## config.mk

```make
export PLATFORM = sky130hd
export DESIGN_NAME = fetch_bp_queue
export DESIGN_NICKNAME = d
export VERILOG_FILES = /design/src/rtl/fetch_bp_queue_pkg.sv /design/src/rtl/fetch_bp_queue_core.sv /design/src/rtl/fetch_bp_queue.sv
export SDC_FILE = /design/constraint.sdc
export NUM_CORES = 1
export LEC_CHECK = 0
export CORE_MARGIN = 2
export CORE_UTILIZATION = 38
export CTS_BUF_LIST = sky130_fd_sc_hd__clkbuf_2
export DETAILED_ROUTE_END_ITERATION = 6
export PLACE_DENSITY = 0.56
export SLEW_MARGIN = 20
export SYNTH_ARGS = -nofsm -noshare
export SYNTH_HDL_FRONTEND = slang
export SYNTH_SLANG_ARGS = --single-unit
export TNS_END_PERCENT = 1
```

## constraint.sdc

```tcl
create_clock -name Clk -period 4.2 [get_ports Clk]
set_clock_uncertainty 0.1 [all_clocks]
set_input_delay 1.05 -clock Clk [delete_from_list [all_inputs] [get_ports Clk]]
set_output_delay 1.05 -clock Clk [all_outputs]
set_load 0.01 [all_outputs]
```

## src/rtl/fetch_bp_queue_pkg.sv

```systemverilog
// Shared widths and the fetch entry record for the fetch/branch-prediction queue.
package fetch_bp_queue_pkg;

  localparam int DEF_BPW = 2;
  localparam int DEF_AW  = 32;

  typedef struct packed {
    logic [DEF_BPW-1:0] bp;
    logic [DEF_AW-1:0]  addr;
    logic [DEF_AW-1:0]  btb;
  } fetch_entry_t;

  function automatic int entry_width(input int bpw, input int aw);
    return bpw + 2 * aw;
  endfunction

endpackage

```

## src/rtl/fetch_bp_queue_core.sv

```systemverilog
// Generic FIFO core: pointer/count bookkeeping plus an unreset storage array.
//   Handshake: a write happens when wr_valid && wr_ready at a rising edge; a read
//   happens when rd_valid && rd_ready. wr_ready depends only on count, never on rd_ready.
module mb_fifo_core #(
  parameter int DEPTH = 4,
  parameter int W     = 8
) (
  input  logic                     clk,
  input  logic                     rst_n,
  input  logic                     flush,
  input  logic                     wr_valid,
  output logic                     wr_ready,
  input  logic [W-1:0]             wr_data,
  output logic                     rd_valid,
  input  logic                     rd_ready,
  output logic [W-1:0]             rd_data,
  output logic [$clog2(DEPTH):0]   count
);

  localparam int PW = $clog2(DEPTH);
  localparam logic [PW:0] FULL_CNT = (PW+1)'(DEPTH);

  logic [W-1:0]  mem [DEPTH];
  logic [PW-1:0] wr_ptr;
  logic [PW-1:0] rd_ptr;
  logic          push;
  logic          pop;

  assign wr_ready = (count != FULL_CNT);
  assign rd_valid = (count != '0);
  assign push     = wr_valid && wr_ready;
  assign pop      = rd_valid && rd_ready;
  // Storage is never reset, so mask it whenever the queue is empty.
  assign rd_data  = rd_valid ? mem[rd_ptr] : '0;

  always_ff @(posedge clk or negedge rst_n) begin
    if (!rst_n) begin
      wr_ptr <= '0;
      rd_ptr <= '0;
      count  <= '0;
    end else if (flush) begin
      wr_ptr <= '0;
      rd_ptr <= '0;
      count  <= '0;
    end else begin
      if (push) wr_ptr <= wr_ptr + PW'(1);
      if (pop)  rd_ptr <= rd_ptr + PW'(1);
      case ({push, pop})
        2'b10:   count <= count + (PW+1)'(1);
        2'b01:   count <= count - (PW+1)'(1);
        default: count <= count;
      endcase
    end
  end

  always_ff @(posedge clk) begin
    if (push && !flush) mem[wr_ptr] <= wr_data;
  end

endmodule

```

## src/rtl/fetch_bp_queue.sv

```systemverilog
// Fetch/branch-prediction queue: packs the three entry fields into one FIFO word.
module fetch_bp_queue
  import fetch_bp_queue_pkg::*;
#(
  parameter int DEPTH = 4,
  parameter int AW    = DEF_AW,
  parameter int BPW   = DEF_BPW
) (
  input  logic                   Clk,
  input  logic                   Rst,
  input  logic                   Flush,
  input  logic                   InValid,
  output logic                   InReady,
  input  logic [BPW-1:0]         FetchBP,
  input  logic [AW-1:0]          FetchAddress,
  input  logic [AW-1:0]          FetchBTBInstruction,
  output logic                   OutValid,
  input  logic                   OutReady,
  output logic [BPW-1:0]         bFetchBP,
  output logic [AW-1:0]          bFetchAddress,
  output logic [AW-1:0]          bFetchBTBInstruction,
  output logic [$clog2(DEPTH):0] Count
);

  localparam int EW = entry_width(BPW, AW);

  logic [EW-1:0] wr_word;
  logic [EW-1:0] rd_word;

  assign wr_word = {FetchBP, FetchAddress, FetchBTBInstruction};
  assign {bFetchBP, bFetchAddress, bFetchBTBInstruction} = rd_word;

  mb_fifo_core #(
    .DEPTH (DEPTH),
    .W     (EW)
  ) u_core (
    .clk      (Clk),
    .rst_n    (Rst),
    .flush    (Flush),
    .wr_valid (InValid),
    .wr_ready (InReady),
    .wr_data  (wr_word),
    .rd_valid (OutValid),
    .rd_ready (OutReady),
    .rd_data  (rd_word),
    .count    (Count)
  );

endmodule

```

==> metrics.yaml <==
status:
  outcome: "completed"
sta:
  fin_crit_ps: 3990
  fmax_mhz: 251
  holdWs_ps: 421
  finalCritPeriodShare_pct: 95.0
  setup_viol: 0
  final_hold_viol_count: 0
  worst_pin_slew_ps: 525
  rsz0062_at_grt: "no"
  finalSetupTns_ps: 0
  relSlewSlack_pct: 65.0
  slew_violations: 0
worst_hold_path:
  hold_path.class: "input port to async pin"
final_layout:
  layout.cells.non_filler: 1119
  drive_gt1_share_pct: 26.6
  fin_nets: 768
  utilization_pct: 48.7
  areaGrowthSynthToFinish_pct: 25.1
critical_path:
  cp-start-kind: "flop"
  r2r_start: "u_core.count[2]"
  worstSetupPathType: "flop to output port"
  arrival_ps: 2840
  crit_fanout: 32
  crit_start: "u_core.rd_ptr[1]"
  path_cells: "buf_4, mux4_2, and2_1, clkdlybuf4s50_1"
  cp-end-kind: "output port"
  rrSetupSlack_ps: 1220
  crit_required_ps: 3050
  crit_slowest_cell: "dfrtp_4"
  cp_slowest_stage_delay_ps: 770
logic_synthesis:
  async_reset_ff_share_pct: 2.58
  ys_seq_elements: 271
  synth_area_per_cell_um2: 21.8
  ys.flop_type: "edfxtp_1"
  synth_top_cells_by_count: "edfxtp_1 (264), and2_1 (70), mux4_2 (66), buf_2 (9)"
  synth_area_leaders: "edfxtp_1 (75%), mux4_2 (14%), and2_1 (4.2%), dfrtp_1 (1.7%), buf_12 (0.57%)"
  ys_seq_area_share_pct: 76.9
  yosysTopAreaCell: "edfxtp_1"
  syn_inst: 484
  ys_warn_count: 0
  ys_types: 33
  syn-cell-area_mm2: 0.0105
  yosys.area.top_type_share_pct: 75.2
  syn-num-nets: 560
  synth_edf_count: 264
  yosysMostFrequentCell: "edfxtp_1"
detailed_routing:
  wl_per_cell_um: 19.2
  ant_nets: 0
  via_per_inst: 4.79
  drt_iter0_drc: 317
  dr_total_vias: 5359
  drc_errors: 0
  drtPass1Iterations: 4
  wl_um: 21500
die:
  die_y_um: 171
  io_pins: 142
  rows: 60
  start_util_pct: 38.9
  die_area_mm2: 0.0291
  fp.dieW_um: 171
  core_mm2: 0.0271
power_and_ir_drop:
  ir_worst_vdd_v: 0.000231
  seq_power_share_pct: 51.1
  p_total_mw: 6.09
  p_int_mw: 4.51
  p_switching_mw: 1.58
  power.density_mw_per_mm2: 462
  switching_share_pct: 26.0
  combPwrFrac_pct: 18.5
  p_clk_share_pct: 30.3
  p_leak_nw: 4.31
global_route:
  grt_pass1_wl_um: 32800
  grt_max_degree: 71
  grt-ovfl-total: 0
  grt_pass1_vias: 6081
  grt_usage_pct: 15.2
  grt_antenna_before_repair: 3
placed_design:
  dp.cells: 988
  hpwl_um: 12800
  port_buffers: 141
  place.gp.congestion: 0.708
clock_tree:
  hold_buffers: 0
  clock-sinks: 271
  cts_root_buf: "clkbuf_2"
  htreeDepth: 3
  clk_pin_slew_worst_paths_ps: 110
  cts_tree: "built"
  insertion_delay_ps: 790
  numCtsBuffers: 72
  clock_path_buffers: 3
run:
  cap_violations: 0
## power by group through the flow
stage | sequential (mW) | clock (mW) | combinational, mW
global placement | 3.19 | 0 | 1.12
CTS | 3.12 | 1.93 | 1.16
global route | 3.13 | 2.08 | 1.23
floorplan | 3.16 | 0 | 0.621
finish | 3.12 | 1.85 | 1.13
detailed placement | 3.20 | 0 | 1.13
## per-layer routing
metal / GRT usage (%) / routed length (um) / share of wire [%]
met1: 17.0 / 8400 / 39
met2: 26.4 / 11200 / 52
met3: 4.88 / 1440 / 6.7
met4: 7.40 / 509 / 2.4
met5: 0 / 12 / 0.056
## worst paths after layout
check | endpoint | cells past startpoint
min reg2reg | u_core.wr_ptr[1] | 2
max | bFetchBTBInstruction[11] | 4
max in group asynchronous | u_core.rd_ptr[1] | 1
max reg2reg | u_core.count[2] | 7
min | u_core.count[2] | 1
min in group Clk | u_core.wr_ptr[1] | 2
## sequential cells by signal, indices dropped and copies added, names as in the netlist
signal and cells:
u_core.wr_ptr 2, u_core.rd_ptr 2, u_core.mem 264, u_core.count 3
## critical path, delay by kind of cell (launching register included)
family / cells / cell delay, ps
buffers and inverters: 2 / 800
and+or+nand+nor: 1 / 190
muxes: 1 / 320
DFF: 1 / 770
## placed cells by master, fill, tap and decap left out, types with 3 or more instances in the layout
| cell type | Yosys | routed |
|---|---|---|
| bufinv_16 | 0 | 3 |
| and2_4 | 0 | 4 |
| nand2_1 | 5 | 5 |
| clkinv_1 | 0 | 22 |
| mux4_2 | 66 | 66 |
| and2_1 | 70 | 66 |
| a21oi_1 | 4 | 4 |
| edfxtp_1 | 264 | 264 |
| clkbuf_2 | 0 | 93 |
| nor2_1 | 7 | 7 |
| dfrtp_1 | 7 | 4 |
| buf_12 | 3 | 6 |
| inv_1 | 3 | 3 |
| ha_1 | 4 | 4 |
| clkinv_2 | 0 | 5 |
| clkdlybuf4s50_1 | 0 | 141 |
| nand3_1 | 5 | 5 |
| xor2_1 | 3 | 3 |
| buf_4 | 2 | 10 |
## area by class of cell
cell class | count | area, um2
diodes | 2 | 5.00
clock buffers | 93 | 465
clock inverters | 34 | 226
fillers | 2309 | 13900
inverters | 3 | 11.3
multi-input cells | 184 | 2260
flip-flops and latches | 271 | 8110
well taps | 372 | 465
repair buffers | 160 | 1640
## metrics by stage
step | instance area, um2 | setup slack (ps)
2_1_floorplan | 10500 | 693
3_3_place_gp | 12500 | 779
3_5_place_dp | 12500 | 776
4_1_cts | 13200 | 38.4
5_1_grt | 13200 | 9.57
6_report | 13200 | 209
## cell families (layout without fill, tap and decap cells)
group	Yosys count	count (layout)	synth area share, %
multiplexers	66	66	14.1
buffers and inverters	29	290	1.82
other	0	2	0
AO/OA/AOI/OAI	11	11	0.641
flip-flops	271	271	76.9
AND/OR/NAND/NOR	97	97	5.51
adder cells (fa/ha/maj)	5	5	0.665
XOR/XNOR	5	5	0.415
## what timing repair did
item	CTS	global route
buffers inserted	2	0
resized for setup	3	3
pin swaps	0	0
setup endpoints to repair	66	11
cloned	0	0
Note: power is estimated with default switching activity, not from simulation.
